`config.mk`:
```
export PLATFORM = sky130hd
export DESIGN_NAME = fill_r
export DESIGN_NICKNAME = d
export VERILOG_FILES = /design/src/rtl/fill_r.sv
export SDC_FILE = /design/constraint.sdc
export NUM_CORES = 1
export LEC_CHECK = 0
export ABC_AREA = 1
export CORE_AREA = 2 2 297 299
export CTS_BUF_LIST = sky130_fd_sc_hd__clkbuf_4 sky130_fd_sc_hd__clkbuf_8
export CTS_CLUSTER_DIAMETER = 150
export DETAILED_ROUTE_END_ITERATION = 6
export DIE_AREA = 0 0 299 301
export PLACE_DENSITY = 0.56
export SYNTH_ARGS = -nofsm -noshare
export SYNTH_HDL_FRONTEND = slang
export SYNTH_SLANG_ARGS = --single-unit
export TNS_END_PERCENT = 20
```
`constraint.sdc`:
```
create_clock -name clk -period 54.3 [get_ports clk]
set_input_delay 10.86 -clock clk [delete_from_list [all_inputs] [get_ports clk]]
set_output_delay 10.86 -clock clk [all_outputs]
set_load 0.03 [all_outputs]
```
`src/rtl/fill_r.sv`:
```
// Read-fill receiver: pairs each RMISS entry with the next R burst, assembles the
// beats into a cache line and pushes {tid, addr, line} into the FILL FIFO.
module fill_r #(
   parameter int ADDR_W = 64,
   parameter int ID_W   = 16,
   parameter int TID_W  = 10,
   parameter int BEAT_W = 64,
   parameter int BEATS  = 8
) (
   input  logic                              clk,
   input  logic                              rst,
   input  logic [ID_W-1:0]                   rid_i,
   input  logic [BEAT_W-1:0]                 rdata_i,
   input  logic [1:0]                        rresp_i,
   input  logic                              rlast_i,
   input  logic                              rvalid_i,
   output logic                              rready_o,
   input  logic                              rmfifo_aempty_i,
   output logic                              rmfifo_rden_o,
   input  logic [TID_W+ADDR_W-1:0]           rmfifo_data_i,
   input  logic                              flfifo_afull_i,
   output logic                              flfifo_wren_o,
   output logic [TID_W+ADDR_W+BEAT_W*BEATS-1:0] flfifo_data_o,
   output logic [2:0]                        err_o
);

   localparam int LINE_W = BEAT_W * BEATS;
   localparam int CNT_W  = (BEATS > 1) ? $clog2(BEATS) : 1;

   typedef enum logic [1:0] {S_IDLE, S_RECV, S_PUSH} state_t;

   state_t              state, state_nxt;
   logic [CNT_W-1:0]    cnt;
   logic [TID_W-1:0]    tid_q;
   logic [ADDR_W-1:0]   addr_q;
   logic [LINE_W-1:0]   line_q;
   logic [2:0]          err_q;

   logic beat_hs, cnt_last, burst_end;
   logic resp_err, id_err, len_err;

   function automatic logic [ID_W-1:0] tid_ext(input logic [TID_W-1:0] t);
      logic [ID_W-1:0] r;
      r = '0;
      r[TID_W-1:0] = t;
      return r;
   endfunction

   assign beat_hs   = rvalid_i && (state == S_RECV);
   assign cnt_last  = (cnt == CNT_W'(BEATS - 1));
   // A missing rlast is cut off at the last beat slot; later beats belong to the next burst.
   assign burst_end = beat_hs && (rlast_i || cnt_last);

   assign resp_err = (rresp_i != 2'b00);
   assign id_err   = (rid_i != tid_ext(tid_q));
   assign len_err  = burst_end && (rlast_i != cnt_last);

   always_ff @(posedge clk or posedge rst) begin
      if (rst) state <= S_IDLE;
      else     state <= state_nxt;
   end

   always_comb begin
      state_nxt = state;
      case (state)
         S_IDLE:  if (!rmfifo_aempty_i) state_nxt = S_RECV;
         S_RECV:  if (burst_end)        state_nxt = S_PUSH;
         S_PUSH:  if (!flfifo_afull_i)  state_nxt = S_IDLE;
         default: state_nxt = S_IDLE;
      endcase
   end

   always_comb begin
      rready_o      = 1'b0;
      rmfifo_rden_o = 1'b0;
      flfifo_wren_o = 1'b0;
      case (state)
         S_IDLE:  rmfifo_rden_o = !rmfifo_aempty_i;
         S_RECV:  rready_o      = 1'b1;
         S_PUSH:  flfifo_wren_o = !flfifo_afull_i;
         default: ;
      endcase
   end

   // Line assembly; unfilled beats stay zero after an early rlast.
   always_ff @(posedge clk or posedge rst) begin
      if (rst) begin
         cnt    <= '0;
         tid_q  <= '0;
         addr_q <= '0;
         line_q <= '0;
         err_q  <= '0;
      end else begin
         if (rmfifo_rden_o) begin
            tid_q  <= rmfifo_data_i[ADDR_W +: TID_W];
            addr_q <= rmfifo_data_i[ADDR_W-1:0];
            line_q <= '0;
            cnt    <= '0;
         end
         if (beat_hs) begin
            line_q[cnt*BEAT_W +: BEAT_W] <= rdata_i;
            cnt   <= cnt + 1'b1;
            err_q <= err_q | {resp_err, id_err, len_err};
         end
      end
   end

   assign flfifo_data_o = {tid_q, addr_q, line_q};
   assign err_o         = err_q;

endmodule

```
==> impl_metrics.py <==
metrics = {
    "status": {
        "status": "complete, no violations",
    },
    "floorplanning": {
        "pin_count": 754,
        "fp.dieW_um": 299,
        "die_h_um": 301,
        "core-area_sq_mm": 0.0865,
        "row_count": 108,
        "start_util_pct": 29.3,
        "dieArea_sq_mm": 0.0900,
    },
    "clocking": {
        "ctsHoldBuffers": 0,
        "htreeDepth": 3,
        "clk_path_buf_depth": 3,
        "clock-sinks": 594,
        "cts_tree": "built",
        "clk_latency_ps": 720,
        "post_cts_buffers": 0,
        "root_buffer": "clkbuf_8",
        "ctsResizeCount": 0,
        "numCtsBuffers": 107,
        "clk_pin_slew_ps": 60,
    },
    "yosys": {
        "synthDistinctLibCells": 26,
        "synth_mux_area_share_pct": 0,
        "yosysSeqAreaShare_pct": 58.7,
        "synth_top_family_by_area": "simple AND/OR/NAND/NOR gates",
        "synth-xor-area-share_pct": 0,
        "synth_simple_gate_area_share_pct": 20.6,
        "synthAdderAreaFrac_pct": 0.395,
        "synthArstFlopShare_pct": 100,
        "syn_area_sq_mm": 0.0253,
        "avgSynthCellArea_sq_um": 8.70,
        "ys_top_cells_by_area": "dfrtp_1, nand2_1, o21ai_0",
        "yosysMostFrequentCell": "nand2_1",
        "yosys_register_bits": 594,
        "synth_enable_flop_cells": 0,
        "syn_nets": 3083,
        "synth_top_area_cell": "dfrtp_1",
        "synth_commonest_cells": "nand2_1, dfrtp_1, o21ai_0",
        "synth_ff_type": "dfrtp_1",
        "synth_top_area_share_pct": 58.7,
        "synth_cells": 2913,
        "yosys_warnings": 0,
        "synth-compound-area-share_pct": 11.4,
    },
    "sta": {
        "fin_crit_sh_pct": 42.4,
        "setup_viol": 0,
        "hold_ws_ps": 466,
        "min_period_ps": 23040,
        "tns_ps": 0,
        "worst_slew_pin_slew_ps": 1190,
        "rsz0062_at_grt": "false",
        "fmax_ghz": 0.0434,
        "finalClockSkew_ps": 57.3,
        "hold_viol": 0,
        "finalWorstSetupSlack_ps": 31260,
        "slew_headroom_pct": 20.4,
        "final_max_slew_viol_count": 0,
    },
    "worst_setup_path": {
        "crit_top_cell": "clkdlybuf4s50_1",
        "criticalPathCategory": "input port to output pin",
        "cpPeakStageDelay_ps": 700,
        "crit_arrival_ps": 12180,
        "worstPathBufferInverterCount": 2,
        "cp_max_fo": 2,
        "startpoint_type": "input port",
        "crit_chain": "clkdlybuf4s50_1 -> nor3_1 -> clkdlybuf4s50_1",
        "critPathSlowestCell": "clkdlybuf4s50_1",
        "crit_required_ps": 43440,
        "crit_family": "buffers and inverters",
        "cp-end-kind": "output pin",
    },
    "pwr": {
        "irDropWorstVdd_v": 0.0000307,
        "p_per_area_mw_per_mm2": 49.9,
        "finalPower_mw": 1.79,
        "power_leakage_nw": 16.6,
    },
    "placement": {
        "dpl_worst_slack_ps": 31270,
        "place_area_sq_mm": 0.0337,
        "portBuffers": 753,
        "place.gp.congestion": 0.833,
        "hpwl_um": 72500,
        "dp.cells": 4619,
    },
    "detailed_routing": {
        "via_count": 23200,
        "vias_per_cell": 4.83,
        "drc": 0,
        "postRouteAntennaNets": 0,
        "wl_um": 107000,
        "routedWlPerCell_um": 22.4,
        "drt-pass1-iter-count": 5,
        "initialDrtViolationCount": 2192,
    },
    "final_layout": {
        "nets": 3743,
        "num-fill-cells": 8743,
        "fin_util_pct": 41.5,
        "drive_gt1_share_pct": 6.84,
        "final-seq-area_sq_mm": 0.0149,
        "final_cells": 4802,
        "area.growth.synth_to_final_pct": 41.5,
        "multi_input_area_sq_mm": 0.00830,
        "final_cell_area_sq_mm": 0.0359,
    },
    "grt": {
        "overflow": 0,
        "grt_usage_pct": 23.3,
        "grt_pass1_wl_um": 156000,
        "grt_pass1_vias": 22500,
        "grt_antenna_before_repair": 8,
        "grt_max_degree": 187,
    },
    "min_path": {
        "hold_class": "register to register",
    },
    "flow_run": {
        "cap_violations": 0,
    },
}
area by class of cell:
cell class	instances	area share, %
multi-input combinational	1756	23.1
timing repair buffer	790	21.8
antenna	4	0.0279
inverter	324	3.43
clock inverter	22	0.593
clock buffer	157	5.47
sequential	594	41.5
tap	1155	4.03
worst paths after layout:
check	from	slack [ps]	to	cells past startpoint
min in group asynchronous	rst	10730	line_q[386]$_DFF_PP0_	2
setup reg to reg	cnt[0]$_DFFE_PP0P_	50020	line_q[63]$_DFF_PP0_	9
hold reg to reg	addr_q[10]$_DFFE_PP0P_	470	addr_q[10]$_DFFE_PP0P_	2
hold / removal	addr_q[10]$_DFFE_PP0P_	470	addr_q[10]$_DFFE_PP0P_	2
setup / recovery	flfifo_afull_i	31260	flfifo_wren_o	3
max in group asynchronous	rst	40320	line_q[211]$_DFF_PP0_	5
kinds of logic (layout without fill, tap and decap cells):
family,Yosys count,count (layout)
adders and majority gates,8,8
buffers and inverters,563,1293
DFF,594,594
AOI/OAI and AO/OA,539,539
and+or+nand+nor,1209,1209
other,0,4
power by group:
| part | internal (mW) | switching, mW | total, mW |
|---|---|---|---|
| clock | 0.241 | 0.196 | 0.437 |
| sequential | 0.528 | 0.0508 | 0.579 |
| combinational | 0.233 | 0.540 | 0.773 |
per-layer routing:
layer | vias to the layer above | global-route usage (%) | wire length (um)
met5 | - | 0 | 0
met4 | 0 | 9.85 | 4330
met3 | 195 | 6.48 | 9210
met2 | 967 | 34.7 | 47500
met1 | 11200 | 31.8 | 46300
li1 | 10800 | - | -
layout by cell type, fill, tap and decap left out, drive strengths merged:
master | netlist | routed
nor2 | 184 | 184
nor4 | 1 | 1
clkbuf | 118 | 157
o22ai | 141 | 141
nor3 | 2 | 2
a21oi | 10 | 10
dfrtp | 594 | 594
clkdlybuf4s50 | 0 | 753
o21bai | 2 | 2
nand4 | 64 | 64
ha | 8 | 8
nand3 | 361 | 361
diode | 0 | 4
a21boi | 1 | 1
buf | 121 | 37
inv | 324 | 329
bufinv | 0 | 2
o21ai | 385 | 385
clkinvlp | 0 | 2
nand2 | 596 | 596
or2 | 1 | 1
clkinv | 0 | 13
tightest hold or removal path, stage by stage (launching register included):
cell and delay [ps]:
dfrtp_1 340, nand2_1 50, nand2_1 40
flip-flops by register name, indices dropped and copies added (netlist names):
register and cells:
addr_q 64, cnt 3, state 2, tid_q 10, err_o 3, line_q 512
(Power assumes the default switching activity.)
